## config.mk

```make
export PLATFORM = sky130hd
export DESIGN_NAME = aes_subshift_col_seq
export DESIGN_NICKNAME = d
export VERILOG_FILES = /design/src/rtl/aes_subshift_col_seq.sv
export SDC_FILE = /design/constraint.sdc
export NUM_CORES = 2
export LEC_CHECK = 0
export ABC_CLOCK_PERIOD_IN_PS = 15600
export BUFFER_PORTS_ARGS = -buffer_cell sky130_fd_sc_hd__buf_2
export CAP_MARGIN = 20
export CORE_MARGIN = 3
export CORE_UTILIZATION = 40
export DETAILED_ROUTE_END_ITERATION = 8
export SLEW_MARGIN = 10
export SYNTH_ARGS = -nofsm -noshare
export SYNTH_HDL_FRONTEND = slang
export SYNTH_SLANG_ARGS = --single-unit
```

## constraint.sdc

```tcl
create_clock -name g_clk -period 15.6 [get_ports g_clk]
set_input_delay 3.12 -clock g_clk [delete_from_list [all_inputs] [get_ports g_clk]]
set_output_delay 3.12 -clock g_clk [all_outputs]
set_load 0.01 [all_outputs]
```

## src/rtl/aes_subshift_col_seq.sv

```systemverilog
// Column-serial AES SubBytes+ShiftRows stage: captures a 128-bit state, then
// emits one substituted, row-shifted 32-bit column per cycle over valid/ready.

module aes_sbox #(
  parameter bit DEC_EN = 1'b1
) (
  input  logic [7:0] i_byte,
  input  logic       i_dec,
  output logic [7:0] o_byte
);

  logic [7:0] w_pre;
  logic [7:0] w_inv;

  function automatic logic [7:0] gf_mul(input logic [7:0] a, input logic [7:0] b);
    logic [7:0] p;
    logic [7:0] x;
    p = '0;
    x = a;
    for (int i = 0; i < 8; i++) begin
      if (b[i]) p = p ^ x;
      x = {x[6:0], 1'b0} ^ (x[7] ? 8'h1b : 8'h00);
    end
    return p;
  endfunction

  // Multiplicative inverse as a^254; maps 0 to 0 as AES requires.
  function automatic logic [7:0] gf_inv(input logic [7:0] a);
    logic [7:0] sq;
    logic [7:0] acc;
    sq  = a;
    acc = 8'h01;
    for (int i = 1; i < 8; i++) begin
      sq  = gf_mul(sq, sq);
      acc = gf_mul(acc, sq);
    end
    return acc;
  endfunction

  function automatic logic [7:0] fwd_affine(input logic [7:0] b);
    return b ^ {b[6:0], b[7]} ^ {b[5:0], b[7:6]} ^ {b[4:0], b[7:5]} ^
           {b[3:0], b[7:4]} ^ 8'h63;
  endfunction

  function automatic logic [7:0] inv_affine(input logic [7:0] b);
    return {b[6:0], b[7]} ^ {b[4:0], b[7:5]} ^ {b[1:0], b[7:2]} ^ 8'h05;
  endfunction

  // Shared inverter; the affine step sits before it for InvS and after it for S.
  always_comb begin
    w_pre = i_byte;
    if (DEC_EN && i_dec) w_pre = inv_affine(i_byte);
    w_inv  = gf_inv(w_pre);
    o_byte = fwd_affine(w_inv);
    if (DEC_EN && i_dec) o_byte = w_inv;
  end

endmodule

module aes_subshift_col_seq #(
  parameter bit DEC_EN = 1'b1
) (
  input  logic         g_clk,
  input  logic         g_resetn,
  input  logic         in_valid,
  output logic         in_ready,
  input  logic [127:0] in_state,
  input  logic         in_dec,
  output logic         out_valid,
  input  logic         out_ready,
  output logic [31:0]  out_col,
  output logic [1:0]   out_idx,
  output logic         out_last,
  output logic         out_dec
);

  localparam int unsigned STATE_W = 128;
  localparam int unsigned COL_W   = 32;
  localparam int unsigned BYTE_W  = 8;
  localparam int unsigned NROWS   = 4;

  typedef enum logic [1:0] {
    ST_IDLE  = 2'd0,
    ST_BUSY  = 2'd1,
    ST_DRAIN = 2'd2
  } state_e;

  state_e             r_fsm;
  logic [1:0]         r_cnt;
  logic [STATE_W-1:0] r_state;
  logic               r_dec;
  logic               r_in_ready;
  logic               r_out_valid;
  logic [COL_W-1:0]   r_out_col;
  logic [1:0]         r_out_idx;
  logic               r_out_last;
  logic               r_out_dec;

  logic               w_dec_sel;
  logic [COL_W-1:0]   w_col;
  logic               w_advance;

  assign w_dec_sel = DEC_EN & r_dec;
  assign w_advance = !r_out_valid || out_ready;

  // Row g of column r_cnt comes from column r_cnt+g (enc) or r_cnt-g (dec), mod 4.
  for (genvar g = 0; g < NROWS; g++) begin : g_row
    logic [1:0] w_src;
    assign w_src = w_dec_sel ? (r_cnt - 2'(g)) : (r_cnt + 2'(g));
    aes_sbox #(.DEC_EN(DEC_EN)) u_sbox (
      .i_byte (r_state[{w_src, 2'(g), 3'b000} +: BYTE_W]),
      .i_dec  (w_dec_sel),
      .o_byte (w_col[BYTE_W*g +: BYTE_W])
    );
  end

  always_ff @(posedge g_clk or negedge g_resetn) begin
    if (!g_resetn) begin
      r_fsm       <= ST_IDLE;
      r_cnt       <= '0;
      r_state     <= '0;
      r_dec       <= 1'b0;
      r_in_ready  <= 1'b1;
      r_out_valid <= 1'b0;
      r_out_col   <= '0;
      r_out_idx   <= '0;
      r_out_last  <= 1'b0;
      r_out_dec   <= 1'b0;
    end else begin
      unique case (r_fsm)
        ST_IDLE: begin
          if (in_valid && r_in_ready) begin
            r_state    <= in_state;
            r_dec      <= DEC_EN & in_dec;
            r_cnt      <= '0;
            r_in_ready <= 1'b0;
            r_fsm      <= ST_BUSY;
          end
        end
        ST_BUSY: begin
          if (w_advance) begin
            r_out_col   <= w_col;
            r_out_idx   <= r_cnt;
            r_out_last  <= (r_cnt == 2'd3);
            r_out_dec   <= w_dec_sel;
            r_out_valid <= 1'b1;
            r_cnt       <= r_cnt + 2'd1;
            if (r_cnt == 2'd3) r_fsm <= ST_DRAIN;
          end
        end
        ST_DRAIN: begin
          // Column 3 is held here until it is taken.
          if (out_ready) begin
            r_out_valid <= 1'b0;
            r_in_ready  <= 1'b1;
            r_fsm       <= ST_IDLE;
          end
        end
        default: r_fsm <= ST_IDLE;
      endcase
    end
  end

  assign in_ready  = r_in_ready;
  assign out_valid = r_out_valid;
  assign out_col   = r_out_col;
  assign out_idx   = r_out_idx;
  assign out_last  = r_out_last;
  assign out_dec   = r_out_dec;

endmodule

```

# Word level (Yosys, flattened, before mapping)
# Index checks and enable logic that the tools add are counted.
op_classes:
  n_shift: 4
  n_eq_ne: 7
  bitwise_logic: 788
  mux: 837
  reduce_logical: 13
  n_addsub: 6
ops:
  columns: ["cell", "n"]
  rows:
  - ["$xor 8x8->8", 752]
  - ["$mux 8", 428]
  - ["$mux 5", 368]
  - ["$shiftx 128x8->8", 4]
  - ["$mux 7", 4]
  - ["$not 1->1 const A", 28]
  - ["$mux 2", 13]
  - ["$mux 6", 4]
  - ["$mux 4", 4]
  - ["$not 4->4", 4]
  - ["$mux 3", 4]
  - ["$reduce_and 3->1", 3]
  - ["$mux 1", 8]
  - ["$ne 2x2->1 const B", 4]
  - ["$not 2->2", 4]
  - ["$pmux 2 s3", 1]
  - ["$reduce_bool 2->1", 3]
  - ["$add 2x2->2 const B", 2]
  - ["$eq 2x2->1 const B", 2]
  - ["$pmux 1 s2", 2]
  - ["$pmux 2 s2", 1]
  - ["$reduce_and 2->1", 2]
  - ["$reduce_and 4->1", 1]
  - ["$sub 2x2->2 const B", 2]
  - ["7 further kinds", 7]
word_totals:
  register_bits: 171
  in_bits: 133
  out_inout_bits: 38
  elab_cells: 1665

# Depth between registers and ports, before layout
depth:
  depth_word: 140
  depth_mapped: 78
  mapped_depth_nobuf: 65

# By module
# Synthesis repeated with hierarchy kept, for this count alone.
unflattened:
  hier_cells: 8919
  area_unflattened_um2: 72432.0
by_module_without_submodules:
  columns: ["module", "cells_per_inst", "n_inst", "area_each_um2", "seq_area_each_um2"]
  rows:
  - ["aes_sbox", 2125, 4, 16313.1, 0.0]
  - ["aes_subshift_col_seq", 419, 1, 7179.4, 4280.4]

# Worst setup path after synthesis
# OpenSTA, ideal clock, no wires.
synth_path:
  kind: "reg2reg"
  from: "register r_cnt[0]"
  to: "register r_out_col[14] (netlist: out_col[14])"
  setup_time_ps: 132
  stages_incl_launch_ff: 76
  path_buffers: 10
  period_less_slack_ps: 17264
  arrival_time_ps: 17132
  path_slack_ps: -1664
  required_time_ps: 15468
  cell_sequence: "dfrtp_1 -> ha_1 -> buf_2 -> xor2_2 -> mux4_2 -> buf_4 -> and2_1 -> nor2_1 -> clkinv_1 -> ha_1 -> inv_1 -> and3_1 -> a2111oi_0 -> o21a_1 -> xnor2_2 -> clkinv_1 -> buf_2 -> buf_2 -> (+40 left out) -> a211o_1 -> and4_1 -> nor3_1 -> or2_1 -> buf_2 -> mux2_2 -> a22oi_2 -> xnor3_1 -> xor2_1 -> nor4b_1 -> or4_1 -> xor2_1 -> xnor3_2 -> xor2_4 -> xnor3_1 -> nor2_1 -> xor2_1 -> o21ai_1"
synth_between:
  elab_chain_len: 136
  elab_cells_between_ends: 399
  classes_between: "2 x add/sub; 1 x shift; 206 x mux; 190 x bitwise"
synth_rtl:
  columns: ["item", "line_no", "text"]
  rows:
  - ["start: declaration", "89", "logic [1:0] r_cnt;"]
  - ["start signal: assignment", "147", "r_cnt <= r_cnt + 2'd1;"]
  - ["$add 2x1->2 / $sub 2x1->2 (equally long branches)", "109", "assign w_src = w_dec_sel ? (r_cnt - 2'(g)) : (r_cnt + 2'(g));"]
  - ["$mux 2 *", "109", null]
  - ["$shiftx 128x8->8 *", "111", ".i_byte (r_state[{w_src, 2'(g), 3'b000} +: BYTE_W]),"]
  - ["$xor 8x8->8 (2 in a row)", "46", "return {b[6:0], b[7]} ^ {b[4:0], b[7:5]} ^ {b[1:0], b[7:2]} ^ 8'h05;"]
  - ["$mux 8 *", "52", "if (DEC_EN && i_dec) w_pre = inv_affine(i_byte);"]
  - ["$mux 5 / $mux 8 (equally long branches)", "22, 52", null]
  - ["$xor 8x8->8 / $mux 8 (equally long branches)", "22, 21", null]
  - ["$xor 8x8->8", "21", "if (b[i]) p = p ^ x;"]
  - ["(+117 left out)", null, null]
  - ["$xor 8x8->8 / $mux 8 (equally long branches)", "21", null]
  - ["$mux 8 / $xor 8x8->8 (equally long branches)", "21", null]
  - ["$xor 8x8->8 / $mux 8 (equally long branches)", "21", null]
  - ["$mux 8 *", "21", null]
  - ["$xor 8x8->8 / $mux 8 (equally long branches)", "41, 21", null]
  - ["$xor 8x8->8 (3 in a row)", "41", "return b ^ {b[6:0], b[7]} ^ {b[5:0], b[7:6]} ^ {b[4:0], b[7:5]} ^"]
  - ["$not 4->4 (no line)", null, null]
  - ["$mux 8 *", "55", "if (DEC_EN && i_dec) o_byte = w_inv;"]
  - ["end signal: assignment", "142", "r_out_col <= w_col;"]
  - ["end: declaration", "94", "logic [COL_W-1:0] r_out_col;"]
# Every way passes the cells marked *; elsewhere a longest branch is shown, timed or not.
# A chain may end at the register's enable or synchronous reset.

# Final worst setup path
layout_path:
  from: "register r_cnt[0]"
  to: "register r_out_col[25] (netlist: out_col[25])"
layout_between:
  elab_chain_len: 137
  elab_cells_between_ends: 399
  classes_between: "2 x add/sub; 1 x shift; 206 x mux; 190 x bitwise"
layout_rtl:
  columns: ["item", "line_no"]
  rows:
  - ["$add 2x2->2 / $sub 2x2->2 (equally long branches)", "109"]
  - ["$mux 2 *", "109"]
  - ["$shiftx 128x8->8 *", "111"]
  - ["$xor 8x8->8 (2 in a row)", "46"]
  - ["$not 2->2 (no line)", null]
  - ["$mux 8 *", "52"]
  - ["$mux 8", "21"]
  - ["$xor 8x8->8", "21"]
  - ["(+117 left out)", null]
  - ["$mux 8", "21"]
  - ["$xor 8x8->8", "21"]
  - ["$mux 8", "21"]
  - ["$xor 8x8->8", "21"]
  - ["$mux 8 *", "21"]
  - ["$xor 8x8->8 (4 in a row)", "41"]
  - ["$not 4->4 (no line)", null]
  - ["$mux 8 *", "55"]
# Marks and branches as above.

==> flow_summary.toml <==
[status]
status = "complete, no violations"

[final_layout]
antennaDiodeCount = 0
instances_no_fill = 11400
area_growth_pct = 27.7
layout.nets = 9458
nFillCells = 14600
final_layout_size_suffix_gt1_share_pct = 28.5
layout_common_cells = "xnor2_1, buf_4, nor2_1, nand2_1, xor2_1"
final_common_cell = "xnor2_1"

[timing]
max_freq_ghz = 0.0649
clock_skew_ps = 21.3
grt_setup_unrepaired = "yes"
post-route-min-period_ps = 15400
max_slew.worst_pin.slew_ps = 1100
setup_viol = 0
finalHoldViolations = 0
tns_ps = 0
setup_ws_ps = 200
fin_crit_sh_pct = 98.7
drv_slew = 0
slew_headroom_pct = 26.3

[setup_path]
r2r-end = "out_col[25]"
slowest_stage = "dfrtp_4"
cp.required_ps = 16010
criticalPathCategory = "reg -> reg"
cpPeakStageDelay_ps = 510
critPathLaunch = "r_cnt[0]"
reg2reg_from = "r_cnt[0]"
worstPathMaxFanout = 11
path_common_cell = "buf_4"
end_kind = "register"
crit_path_start_kind = "register"
rrSetupSlack_ps = 200
worst_ep_arrival_time_ps = 15810
ff2ff_path_depth = 71

[cts]
cts_tree = "yes"
cts_buffer_depth = 2
cts_hold_buf = 0
clock_latency_ps = 550
clk_pin_slew_ps = 90
cts_buffers = 17
cts_sinks = 171
htreeDepth = 4
cts-root-buf = "clkbuf_16"

[logic_synthesis]
synth_ff_type = "dfrtp_1"
synth_area_per_cell_um2 = 7.68
synth-edff-count = 0
synthesis.area_mm2 = 0.0635
yosys_register_bits = 171
ys_warn_count = 0
syn_inst = 8262
synthArstFlopShare_pct = 100
synth_nets = 8418
ys_seq_area_share_pct = 6.74
synth_cell_type_count = 123

[drt]
drtIter0Drc = 6345
dr_total_vias = 63900
wl_per_cell_um = 19.0
wl_mm = 217
drtAntennaViolNets = 0
first_pass_iters = 7
viasPerCell = 5.62
drc_errors = 0

[global_route]
grt_pass1_vias = 60100
grt_use_total_pct = 24.9
grt_pass1_wl_mm = 335
antenna_found_initial = 8
grt_start_max_net_pins = 78
gr-total-overflow = 0

[placement]
dp.cells = 11100
portBuffers = 170
dp_slack_ps = -696
hpwl_mm = 161
gp_congestion = 0.935

[run]
timing.max_cap.violations = 0

[floorplanning]
die_w_um = 404
fp-row-count = 145
design.core.area_mm2 = 0.157
initial_core_util_pct = 40.5
die_h_um = 404
die_area_mm2 = 0.164
io_pins = 171

[hold_path]
holdCritStartpoint = "out_col[10]"
min_to = "out_col[10]"
min_path_type = "reg -> reg"
min_path_cells = 2
worst max-delay path by stage:
| stage | to | slack (ps) | cells past startpoint |
|---|---|---|---|
| final | out_col[25] | 200 | 71 |
| after global routing | out_col[27] | -570 | 73 |
| after CTS | out_col[21] | -20 | 61 |
| after detailed placement | out_col[25] | -700 | 66 |
| after global placement | out_col[25] | -620 | 63 |
| after floorplan | out_col[14] | -120 | 71 |
kinds of logic (layout without fill, tap and decap cells):
logic type,Yosys count,after routing,share of synthesized area [%]
mux,445,445,8.30
compound gates,1575,1575,16.2
fa+ha+maj,24,24,0.469
buf+inv,632,1681,4.22
simple gates,2789,2789,19.1
flops,171,171,6.74
xor+xnor,2626,2630,45.0
timing repair:
action | in CTS | in global routing
gates resized for setup | 128 | 520
setup buffers | 35 | 229
gates cloned | 0 | 8
endpoints found under the setup margin | 32 | 32
pin swaps | 73 | 205
worst max-delay path: cells and delay by family (launching register included):
family | cells | cell delay [ps]
adders and majority gates | 3 | 880
muxes | 2 | 650
and+or+nand+nor | 13 | 2180
xor gates and xnor gates | 21 | 4650
AOI/OAI and AO/OA | 19 | 4220
DFF | 1 | 510
buffers and inverters | 13 | 2140
cells in the mapped netlist (all sizes together) (191+ instances only):
master	n	area, um2
nor2	1250	4710
clkbuf	334	1250
nand2	760	2860
xnor2	1856	17500
nand3	195	981
o21ai	397	1990
xnor3	244	5520
a21oi	398	2010
buf	193	1030
mux2i	241	2510
nor3	191	971
xor2	490	4650
per-stage QoR:
stage	utilization, %	hold slack [ps]	area, um2
after floorplan	-	475	64100
after global placement	47.3	465	74300
after detailed placement	47.3	471	74300
after CTS	48.4	493	76000
after global routing	51.6	513	81000
final	51.6	486	81000
layer usage:
layer	vias up	part of all wire, %	wire (um)	GRT usage (%)
met3	271	6.0	12900	2.12
met4	0	2.1	4440	5.31
li1	30500	-	-	-
met5	-	0	0	0
met2	2208	46	100000	40.8
met1	31000	46	98800	35.6
sequential cells by signal, indices dropped and copies added (netlist names):
name	cells
in_ready	1
out_col	32
out_dec	1
out_idx	2
out_last	1
out_valid	1
r_cnt	2
r_dec	1
r_fsm	2
r_state	128
final cells by class:
cell class	count	area (um2)	share of cell area, %
Multi-Input combinational cell	7463	61200	75.5
Timing Repair Buffer	1544	11900	14.7
Sequential cell	171	4290	5.29
Tap cell	2058	2570	3.18
Clock buffer	17	425	0.525
Inverter	105	403	0.497
Clock inverter	15	199	0.245
Power is left out: the tool's default activity adds up to more than one toggle a clock period on the data nets, which glitch-free logic cannot reach.
